## config.mk

```make
export PLATFORM = sky130hd
export DESIGN_NAME = dmem_ctrl_flat
export DESIGN_NICKNAME = d
export VERILOG_FILES = /design/src/rtl/dmem_ctrl_pkg.sv /design/src/rtl/dmem_ctrl_if.sv /design/src/rtl/dmem_ctrl_lane_align.sv /design/src/rtl/dmem_ctrl.sv /design/src/flat_wrapper.sv
export SDC_FILE = /design/constraint.sdc
export NUM_CORES = 1
export LEC_CHECK = 0
export ABC_AREA = 1
export ABC_CLOCK_PERIOD_IN_PS = 3000
export CORE_ASPECT_RATIO = 1.75
export CORE_MARGIN = 2
export CORE_UTILIZATION = 45
export CTS_BUF_LIST = sky130_fd_sc_hd__clkbuf_8
export CTS_CLUSTER_SIZE = 16
export DETAILED_ROUTE_END_ITERATION = 12
export GPL_TIMING_DRIVEN = 0
export PLACE_DENSITY = 0.8
export SLEW_MARGIN = 10
export SYNTH_ARGS = -nofsm -noshare
export SYNTH_HDL_FRONTEND = slang
export SYNTH_SLANG_ARGS = --single-unit
```

## constraint.sdc

```tcl
create_clock -name clk -period 3 [get_ports clk]
set_input_delay 0.6 -clock clk [delete_from_list [all_inputs] [get_ports clk]]
set_output_delay 0.6 -clock clk [all_outputs]
set_load 0.005 [all_outputs]
```

## src/rtl/dmem_ctrl_pkg.sv

```systemverilog
// Shared definitions for the data-memory path: bus width, lane count and
// access-size encodings used by both the LSU and dmem_ctrl.
package dmem_ctrl_pkg;

    localparam int XLEN  = 64;
    localparam int LANES = XLEN / 8;

    typedef enum logic [1:0] {
        BYTE   = 2'd0,
        HALF   = 2'd1,
        WORD   = 2'd2,
        DOUBLE = 2'd3
    } size_e;

    // Unshifted byte-select pattern for an access of the given size.
    function automatic logic [LANES-1:0] size_to_sel(input size_e size);
        logic [LANES-1:0] sel;
        case (size)
            BYTE:    sel = 8'h01;
            HALF:    sel = 8'h03;
            WORD:    sel = 8'h0F;
            default: sel = 8'hFF;
        endcase
        return sel;
    endfunction

endpackage

```

## src/rtl/dmem_ctrl_if.sv

```systemverilog
// c2c_data bus: one request at a time, requester holds it stable until ack.
interface c2c_data #(
    parameter int ADDR_W = 32
);
    import dmem_ctrl_pkg::*;

    logic [ADDR_W-1:0] addr;
    logic [LANES-1:0]  sel;
    logic              re;
    logic              we;
    logic [XLEN-1:0]   data_w;
    logic [XLEN-1:0]   data_r;
    logic              ack;

    modport master (output addr, sel, re, we, data_w, input data_r, ack);
    modport slave  (input addr, sel, re, we, data_w, output data_r, ack);

endinterface

```

## src/rtl/dmem_ctrl_lane_align.sv

```systemverilog
// dmem_lane_align: purely combinational byte-lane steering between the bus
// and a 64-bit memory. Left-shifts select and write data into a 16-lane
// window, and right-shifts a 128-bit read window back down to bus lanes.
module dmem_lane_align
    import dmem_ctrl_pkg::*;
(
    input  logic [2:0]         off,
    input  logic [LANES-1:0]   sel,
    input  logic [XLEN-1:0]    wdata,
    input  logic [XLEN-1:0]    rd_lo,
    input  logic [XLEN-1:0]    rd_hi,
    output logic [2*LANES-1:0] sel16,
    output logic [2*XLEN-1:0]  wd128,
    output logic [XLEN-1:0]    rd_out
);

    logic [2*XLEN-1:0] rd128;
    assign rd128 = {rd_hi, rd_lo};

    genvar gi;

    // Output lane gi of the shifted window takes source lane gi-off when that
    // lies inside the 8 bus lanes; negative differences wrap to >= 8.
    generate
        for (gi = 0; gi < 2*LANES; gi++) begin : g_wr_lane
            logic [4:0] src;
            logic       in_range;
            assign src      = 5'(gi) - {2'b00, off};
            assign in_range = (src < 5'(LANES));
            assign sel16[gi]          = in_range ? sel[src[2:0]] : 1'b0;
            assign wd128[8*gi +: 8]   = in_range ? wdata[{src[2:0], 3'b000} +: 8] : 8'h00;
        end
    endgenerate

    // Bus lane gi reads window lane gi+off.
    generate
        for (gi = 0; gi < LANES; gi++) begin : g_rd_lane
            logic [3:0] idx;
            assign idx                = 4'(gi) + {1'b0, off};
            assign rd_out[8*gi +: 8]  = rd128[{idx, 3'b000} +: 8];
        end
    endgenerate

endmodule

```

## src/rtl/dmem_ctrl.sv

```systemverilog
// dmem_ctrl: c2c_data slave driving a 64-bit single-port SRAM with byte
// enables. Accesses crossing a 64-bit boundary take two SRAM beats.
// Optional build macro DMEM_MISALIGN_FAULT_EN: crossing accesses are not
// serviced; they are acked with a fault pulse instead.
module dmem_ctrl
    import dmem_ctrl_pkg::*;
#(
    parameter int ADDR_W     = 32,
    parameter int DEPTH_LOG2 = 12
) (
    input  logic                  clk,
    input  logic                  rst_n,
    c2c_data.slave                data_bus,
    output logic                  mem_en,
    output logic [LANES-1:0]      mem_we,
    output logic [DEPTH_LOG2-1:0] mem_addr,
    output logic [XLEN-1:0]       mem_wdata,
    input  logic [XLEN-1:0]       mem_rdata
`ifdef DMEM_MISALIGN_FAULT_EN
    ,
    output logic                  fault
`endif
);

    typedef enum logic [1:0] {IDLE, BEAT1, DONE, ACKW} state_e;

    state_e state_reg, state_next;
    logic [XLEN-1:0] lo_reg, lo_next;
    logic [XLEN-1:0] data_r_reg, data_r_next;
    logic            split_reg, split_next;
    logic            rd_reg, rd_next;

    logic [2:0]            off;
    logic [DEPTH_LOG2-1:0] word;
    logic                  req;
    logic                  split;
    logic                  issue;
    logic                  ack;
    logic [2*LANES-1:0]    sel16;
    logic [2*XLEN-1:0]     wd128;
    logic [XLEN-1:0]       rd_lo, rd_hi, rd_aligned;

    assign off  = data_bus.addr[2:0];
    assign word = data_bus.addr[DEPTH_LOG2+2:3];
    assign req  = data_bus.re | data_bus.we;

    // Bus address bits above the SRAM word index are deliberately ignored.
    generate
        if (ADDR_W > DEPTH_LOG2 + 3) begin : g_unused_addr
            logic unused_addr_bits;
            assign unused_addr_bits = ^data_bus.addr[ADDR_W-1:DEPTH_LOG2+3];
        end
    endgenerate

    // Unsplit reads align the current SRAM word alone; split reads join the
    // captured low word with the word arriving now.
    assign rd_lo = split_reg ? lo_reg    : mem_rdata;
    assign rd_hi = split_reg ? mem_rdata : '0;

    dmem_lane_align u_align (
        .off    (off),
        .sel    (data_bus.sel),
        .wdata  (data_bus.data_w),
        .rd_lo  (rd_lo),
        .rd_hi  (rd_hi),
        .sel16  (sel16),
        .wd128  (wd128),
        .rd_out (rd_aligned)
    );

    assign split = |sel16[2*LANES-1:LANES];

    // Next-state and SRAM/bus output decode; reset forces everything idle.
    always_comb begin
        state_next  = state_reg;
        lo_next     = lo_reg;
        data_r_next = data_r_reg;
        split_next  = split_reg;
        rd_next     = rd_reg;
        issue       = 1'b0;
        mem_en      = 1'b0;
        mem_we      = '0;
        mem_addr    = '0;
        mem_wdata   = '0;
        ack         = 1'b0;
`ifdef DMEM_MISALIGN_FAULT_EN
        fault       = 1'b0;
`endif
        case (state_reg)
            IDLE: begin
                if (req) begin
                    split_next = split;
                    rd_next    = data_bus.re;
`ifdef DMEM_MISALIGN_FAULT_EN
                    issue      = !split;
                    state_next = DONE;
`else
                    issue      = 1'b1;
                    state_next = split ? BEAT1 : DONE;
`endif
                    if (issue) begin
                        mem_en    = 1'b1;
                        mem_addr  = word;
                        mem_we    = data_bus.re ? '0 : sel16[LANES-1:0];
                        mem_wdata = wd128[XLEN-1:0];
                    end
                end
            end
            BEAT1: begin
                if (rd_reg) begin
                    lo_next = mem_rdata;
                end
                mem_en     = 1'b1;
                mem_addr   = word + 1'b1;
                mem_we     = rd_reg ? '0 : sel16[2*LANES-1:LANES];
                mem_wdata  = wd128[2*XLEN-1:XLEN];
                state_next = DONE;
            end
            DONE: begin
                ack        = 1'b1;
                state_next = ACKW;
`ifdef DMEM_MISALIGN_FAULT_EN
                if (split_reg) begin
                    fault       = 1'b1;
                    data_r_next = '0;
                end else
`endif
                if (rd_reg) begin
                    data_r_next = rd_aligned;
                end
            end
            ACKW: begin
                state_next = IDLE;
            end
            default: begin
                state_next = IDLE;
            end
        endcase

        if (!rst_n) begin
            state_next  = IDLE;
            lo_next     = '0;
            data_r_next = '0;
            split_next  = 1'b0;
            rd_next     = 1'b0;
            mem_en      = 1'b0;
            mem_we      = '0;
            mem_addr    = '0;
            mem_wdata   = '0;
            ack         = 1'b0;
`ifdef DMEM_MISALIGN_FAULT_EN
            fault       = 1'b0;
`endif
        end
    end

    // data_r is live during DONE and holds the registered copy otherwise.
    assign data_bus.data_r = data_r_next;
    assign data_bus.ack    = ack;

    // State and holding registers with synchronous active-low reset.
    always_ff @(posedge clk) begin
        if (!rst_n) begin
            state_reg  <= IDLE;
            lo_reg     <= '0;
            data_r_reg <= '0;
            split_reg  <= 1'b0;
            rd_reg     <= 1'b0;
        end else begin
            state_reg  <= state_next;
            lo_reg     <= lo_next;
            data_r_reg <= data_r_next;
            split_reg  <= split_next;
            rd_reg     <= rd_next;
        end
    end

endmodule

```

## src/flat_wrapper.sv

```systemverilog
// flat-port wrapper written by rule: the top's interface ports become plain ports
module dmem_ctrl_flat import dmem_ctrl_pkg::*;
#(
    parameter int ADDR_W     = 32,
    parameter int DEPTH_LOG2 = 12
)
  (clk, rst_n, mem_en, mem_we, mem_addr, mem_wdata, mem_rdata, data_bus_addr, data_bus_sel, data_bus_re, data_bus_we, data_bus_data_w, data_bus_data_r, data_bus_ack);
  c2c_data #(.ADDR_W(ADDR_W)) data_bus_i ();
  input  logic clk;
  input  logic rst_n;
  output logic mem_en;
  output logic [LANES-1:0] mem_we;
  output logic [DEPTH_LOG2-1:0] mem_addr;
  output logic [XLEN-1:0] mem_wdata;
  input  logic [XLEN-1:0] mem_rdata;
  input wire logic [$bits(data_bus_i.addr)-1:0] data_bus_addr;
  input wire logic [$bits(data_bus_i.sel)-1:0] data_bus_sel;
  input wire logic [$bits(data_bus_i.re)-1:0] data_bus_re;
  input wire logic [$bits(data_bus_i.we)-1:0] data_bus_we;
  input wire logic [$bits(data_bus_i.data_w)-1:0] data_bus_data_w;
  output wire logic [$bits(data_bus_i.data_r)-1:0] data_bus_data_r;
  output wire logic [$bits(data_bus_i.ack)-1:0] data_bus_ack;
  assign data_bus_i.addr = data_bus_addr;
  assign data_bus_i.sel = data_bus_sel;
  assign data_bus_i.re = data_bus_re;
  assign data_bus_i.we = data_bus_we;
  assign data_bus_i.data_w = data_bus_data_w;
  assign data_bus_data_r = data_bus_i.data_r;
  assign data_bus_ack = data_bus_i.ack;
  dmem_ctrl #(.ADDR_W(ADDR_W), .DEPTH_LOG2(DEPTH_LOG2)) u_core (.clk(clk), .rst_n(rst_n), .data_bus(data_bus_i), .mem_en(mem_en), .mem_we(mem_we), .mem_addr(mem_addr), .mem_wdata(mem_wdata), .mem_rdata(mem_rdata));
endmodule
```

==> results.yml, run 1 <==
placement:
  place_area_um2: 15300
  pre_cts_slack_ns: -2.45
  dp_hpwl_mm: 60.1
  dp_cells: 2664
  gp_congestion: 1.15
  io_buffers: 304
global_route:
  grt_pass1_vias: 20100
  grt_max_degree: 17
  grt_usage_pct: 63.7
  grt_pass1_wl_mm: 132
  overflow: 25
die:
  io_pins: 322
  die_h_um: 219
  initial_core_util_pct: 45.7
  dieWidth_um: 127
  row_count: 78
yosys:
  synth_nets: 2223
  yosysUniqueCellTypes: 43
  yosysSeqAreaShare_pct: 22.3
  synth_seq_cells: 132
  avgSynthCellArea_um2: 5.81
  synthArstFlopShare_pct: 0
  synth_flop_cell: "dfxtp_1"
  synth_edf_count: 0
  yosys_warnings: 0
  synthCells: 2040
  syn_area_um2: 11900
clock_tree:
  cts_sinks: 132
  cts_buffer_depth: 2
  cts_buffers: 17
  htreeDepth: 4
  cts-root-buf: "clkbuf_8"
status:
  outcome: "did not finish"
  error: "[ERROR GRT-0116] Global routing finished with congestion. Check the congestion regions in the DRC Viewer."
  lastStage: "global routing"
metrics by stage:
stage / hold WS [ns] / util [%]
4_1_cts: 0.474 / 73.6
3_5_place_dp: 0.464 / 59.0
3_3_place_gp: 0.460 / 59.0
2_1_floorplan: 0.450 / -
synthesized netlist by cell type (14+ instances only):
| master | n | share of area [%] |
|---|---|---|
| buf_2 | 31 | 1.3 |
| buf_4 | 25 | 1.6 |
| nand3_1 | 130 | 5.5 |
| buf_1 | 14 | 0.44 |
| buf_6 | 16 | 1.5 |
| nand2_1 | 499 | 16 |
| dfxtp_1 | 132 | 22 |
| o21ai_1 | 69 | 2.9 |
| a21oi_1 | 141 | 5.9 |
| clkbuf_1 | 73 | 2.3 |
| o21ai_0 | 292 | 12 |
| nor2_1 | 275 | 8.7 |
| mux2i_1 | 74 | 6.2 |
| o211ai_1 | 17 | 1.1 |
| nor3_1 | 37 | 1.6 |
| a31oi_1 | 37 | 2.0 |
| inv_1 | 91 | 2.9 |
logic make-up after synthesis:
family | after synthesis | share of synthesized area (%)
and+or+nand+nor | 962 | 32.6
AOI/OAI and AO/OA | 598 | 27.1
buffers and inverters | 263 | 10.6
DFF | 132 | 22.3
muxes | 74 | 6.24
adders and majority gates | 11 | 1.16
routing by layer:
metal	track usage [%]	GRT overflow
met2	91.5	11
met5	4.78	0
met1	59.1	0
met4	73.8	14
met3	34.5	0
what timing repair did:
action | in CTS
gates resized for setup | 1087
cloned | 9
pin swaps | 147
hold buffers | 0
setup buffers | 115
setup endpoints to repair | 154
==> inputs of run 2 (changes only) <==
- ABC_CLOCK_PERIOD_IN_PS: 3000 -> 3900
- CORE_ASPECT_RATIO: 1.75 -> default
- CORE_UTILIZATION: 45 -> 30
- CTS_BUF_LIST: sky130_fd_sc_hd__clkbuf_8 -> default
- CTS_CLUSTER_SIZE: 16 -> default
- PLACE_DENSITY: 0.8 -> default
- PLACE_DENSITY_LB_ADDON: default -> 0.15
- clock period: 3 -> 3.9 ns (I/O delays scaled with it)
==> results.yml, run 2 <==
status:
  outcome: "complete, no violations"
placement:
  gp_congestion: 1.06
  dp_hpwl_mm: 64.1
  dp_cells: 2862
  pre_cts_slack_ns: -1.88
  io_buffers: 304
timing:
  setup_viol: 0
  finClkSkew_ns: 0.00954
  tightestPinTransition_ns: 0.964
  hold_violations: 0
  final-max-slew-violation-count: 0
  setup_ws_ns: 0.0280
  rsz0062_at_grt: "yes"
  fin_crit_ns: 3.87
  relSlewSlack_pct: 35.7
  fmax_mhz: 258
  holdWs_ns: 0.475
  fin_crit_sh_pct: 99.3
die:
  row_count: 72
  dieArea_um2: 41100
  initial_core_util_pct: 30.5
  die_h_um: 203
  dieWidth_um: 203
  core_um2: 38800
  io_pins: 322
run:
  max_cap_violations: 0
final_layout:
  syn_to_final_growth_pct: 45.1
  fin_nets: 2552
  seqCellArea_um2: 2640
  fin_cells: 2900
  final_util_pct: 44.3
  insertedDiodeCount: 0
  final_cell_mix: "493 x nand2_1, 273 x nor2_1, 251 x clkdlybuf4s50_1, 222 x o21ai_0, 131 x dfxtp_1"
  multi_input_area_um2: 8690
  drive_gt1_share_pct: 12.5
  n_fill_cell: 4229
  mostFrequentLayoutCell: "nand2_1"
clock_tree:
  path_clk_slew_ns: 0.06
  insertion_delay_ns: 0.44
  cts_tree: "yes"
  cts_sinks: 132
  htreeDepth: 4
  cts_buffer_depth: 2
  cts-root-buf: "clkbuf_16"
  cts_buffers: 17
global_route:
  grt_pass1_wl_mm: 112
  overflow: 0
  grt_max_degree: 17
  grt_usage_pct: 37.9
  grt_pass1_vias: 16000
  grt_antenna_before_repair: 0
yosys:
  synth-simple-area-share_pct: 32.6
  yosys_warnings: 0
  avgSynthCellArea_um2: 5.81
  synth_nets: 2223
  yosysUniqueCellTypes: 43
  synth_top_cell_by_area: "dfxtp_1"
  synth_xor_area_share_pct: 0
  yosysTopAreaCellShare_pct: 22.3
  synth_top_family_by_area: "simple AND/OR/NAND/NOR gates"
  synthCells: 2040
  synth.area.top_cells: "dfxtp_1 22%, nand2_1 16%, o21ai_0 12%"
  synth_flop_cell: "dfxtp_1"
  synth_seq_cells: 132
  synthMuxAreaShare_pct: 6.24
  syn_area_um2: 11900
  yosysSeqAreaShare_pct: 22.3
  synth_edf_count: 0
  ys_top_cells_by_count: "499 x nand2_1, 292 x o21ai_0, 275 x nor2_1"
  synth_most_common_cell: "nand2_1"
  synthArstFlopShare_pct: 0
  synth_compound_area_share_pct: 27.1
  synth_fa_ha_area_share_pct: 1.16
worst_setup_path:
  worstSetupPathType: "input port to primary output"
  worstPathCellList: "clkdlybuf4s50_1 > inv_1 > o21ai_4 > mux2i_2 > or2_1 > o21ai_1 > nand2_1 > a31oi_2 > clkdlybuf4s50_1"
  startpoint_type: "input port"
  cp_top_family: "buffers and inverters"
  critPathArrivalTime_ns: 3.09
  worstRegToRegCells: 11
  crit_path_frequent_cell: "clkdlybuf4s50_1"
  crit_buf_inv: 3
  critPathCaptureType: "primary output"
  critPathRequiredTime_ns: 3.12
  slowest_delay_ns: 0.54
  worst_path_max_delay_cell: "clkdlybuf4s50_1"
  path_max_fanout: 3
  path_depth: 9
route:
  viasPerCell: 5.74
  wl_per_cell_um: 27.5
  vias: 16600
  drt-total-wl_mm: 79.7
  drt_iter0_markers: 1735
  drc: 0
  firstDrtPassIters: 6
  antenna_left: 0
worst_hold_path:
  hold_class: "flop to flop"
  min_path_cells: 2
pwr:
  leakage_nw: 7.51
  ir_drop_mv: 0.321
  cellPowerDensity_nw_per_um2: 356
  finalPower_mw: 6.12
run 2: through the flow:
step,setup TNS [ns],cell area [um^2]
floorplan,0,11900
finish,0,17200
detailed placement,-137.21,15600
global placement,-136.86,15600
global route,-0.0165,17200
CTS,-0.144,16800
run 2: path summary, 6_finish.rpt:
check,start,to,slack [ns]
max,mem_rdata[41],data_bus_data_r[1],0.03
min,u_core.data_r_reg[45],u_core.data_r_reg[45],0.48
max reg2reg,u_core.split_reg,u_core.data_r_reg[7],1.66
min reg2reg,u_core.data_r_reg[45],u_core.data_r_reg[45],0.48
run 2: cell families (layout without fill, tap and decap cells):
kind of cell / Yosys count / in the layout
compound gates: 598 / 598
fa+ha+maj: 11 / 11
buf+inv: 263 / 605
flops: 132 / 132
mux: 74 / 74
simple gates: 962 / 962
run 2: repair_timing:
action                                  4_1_cts  5_1_grt
pin swaps                                    16        6
endpoints found under the setup margin      148       86
hold buffers                                  0        0
cloned                                        1        0
resized for setup                           271      118
buffers inserted                              4        1
run 2: report_power, final:
part	internal [mW]	leakage, nW	switching (mW)
Sequential	1.45	1.07	0.0513
Clock	0.964	0.283	0.713
Combinational	1.03	6.16	1.91
run 2: routing by layer:
metal | track usage, % | share of wire (%) | wire, um | vias to the layer above
met5 | 0 | 0 | 0 | -
met4 | 20.5 | 6.2 | 4910 | 0
met3 | 7.01 | 8.3 | 6620 | 205
met2 | 63.1 | 46 | 36700 | 993
met1 | 46.3 | 40 | 31500 | 7893
li1 | - | - | - | 7544
run 2: layout make-up:
class                      count  area share, %
timing repair buffer         310           18.2
tap                          518           3.77
multi-input combinational   1645           50.5
sequential                   132           15.4
buffer                       160           6.40
clock inverter                14          0.894
inverter                     103           2.40
clock buffer                  18           2.55
run 2: worst register-to-register path, stage by stage (launching register included):
cell,delay [ns]
dfxtp_2,0.38
buf_6,0.20
inv_4,0.09
buf_4,0.20
nand2_1,0.07
nand2_1,0.15
o21ai_0,0.38
a21oi_1,0.13
o31ai_2,0.13
nand3_1,0.21
nand2_1,0.15
inv_1,0.04
(Power assumes the default switching activity.)
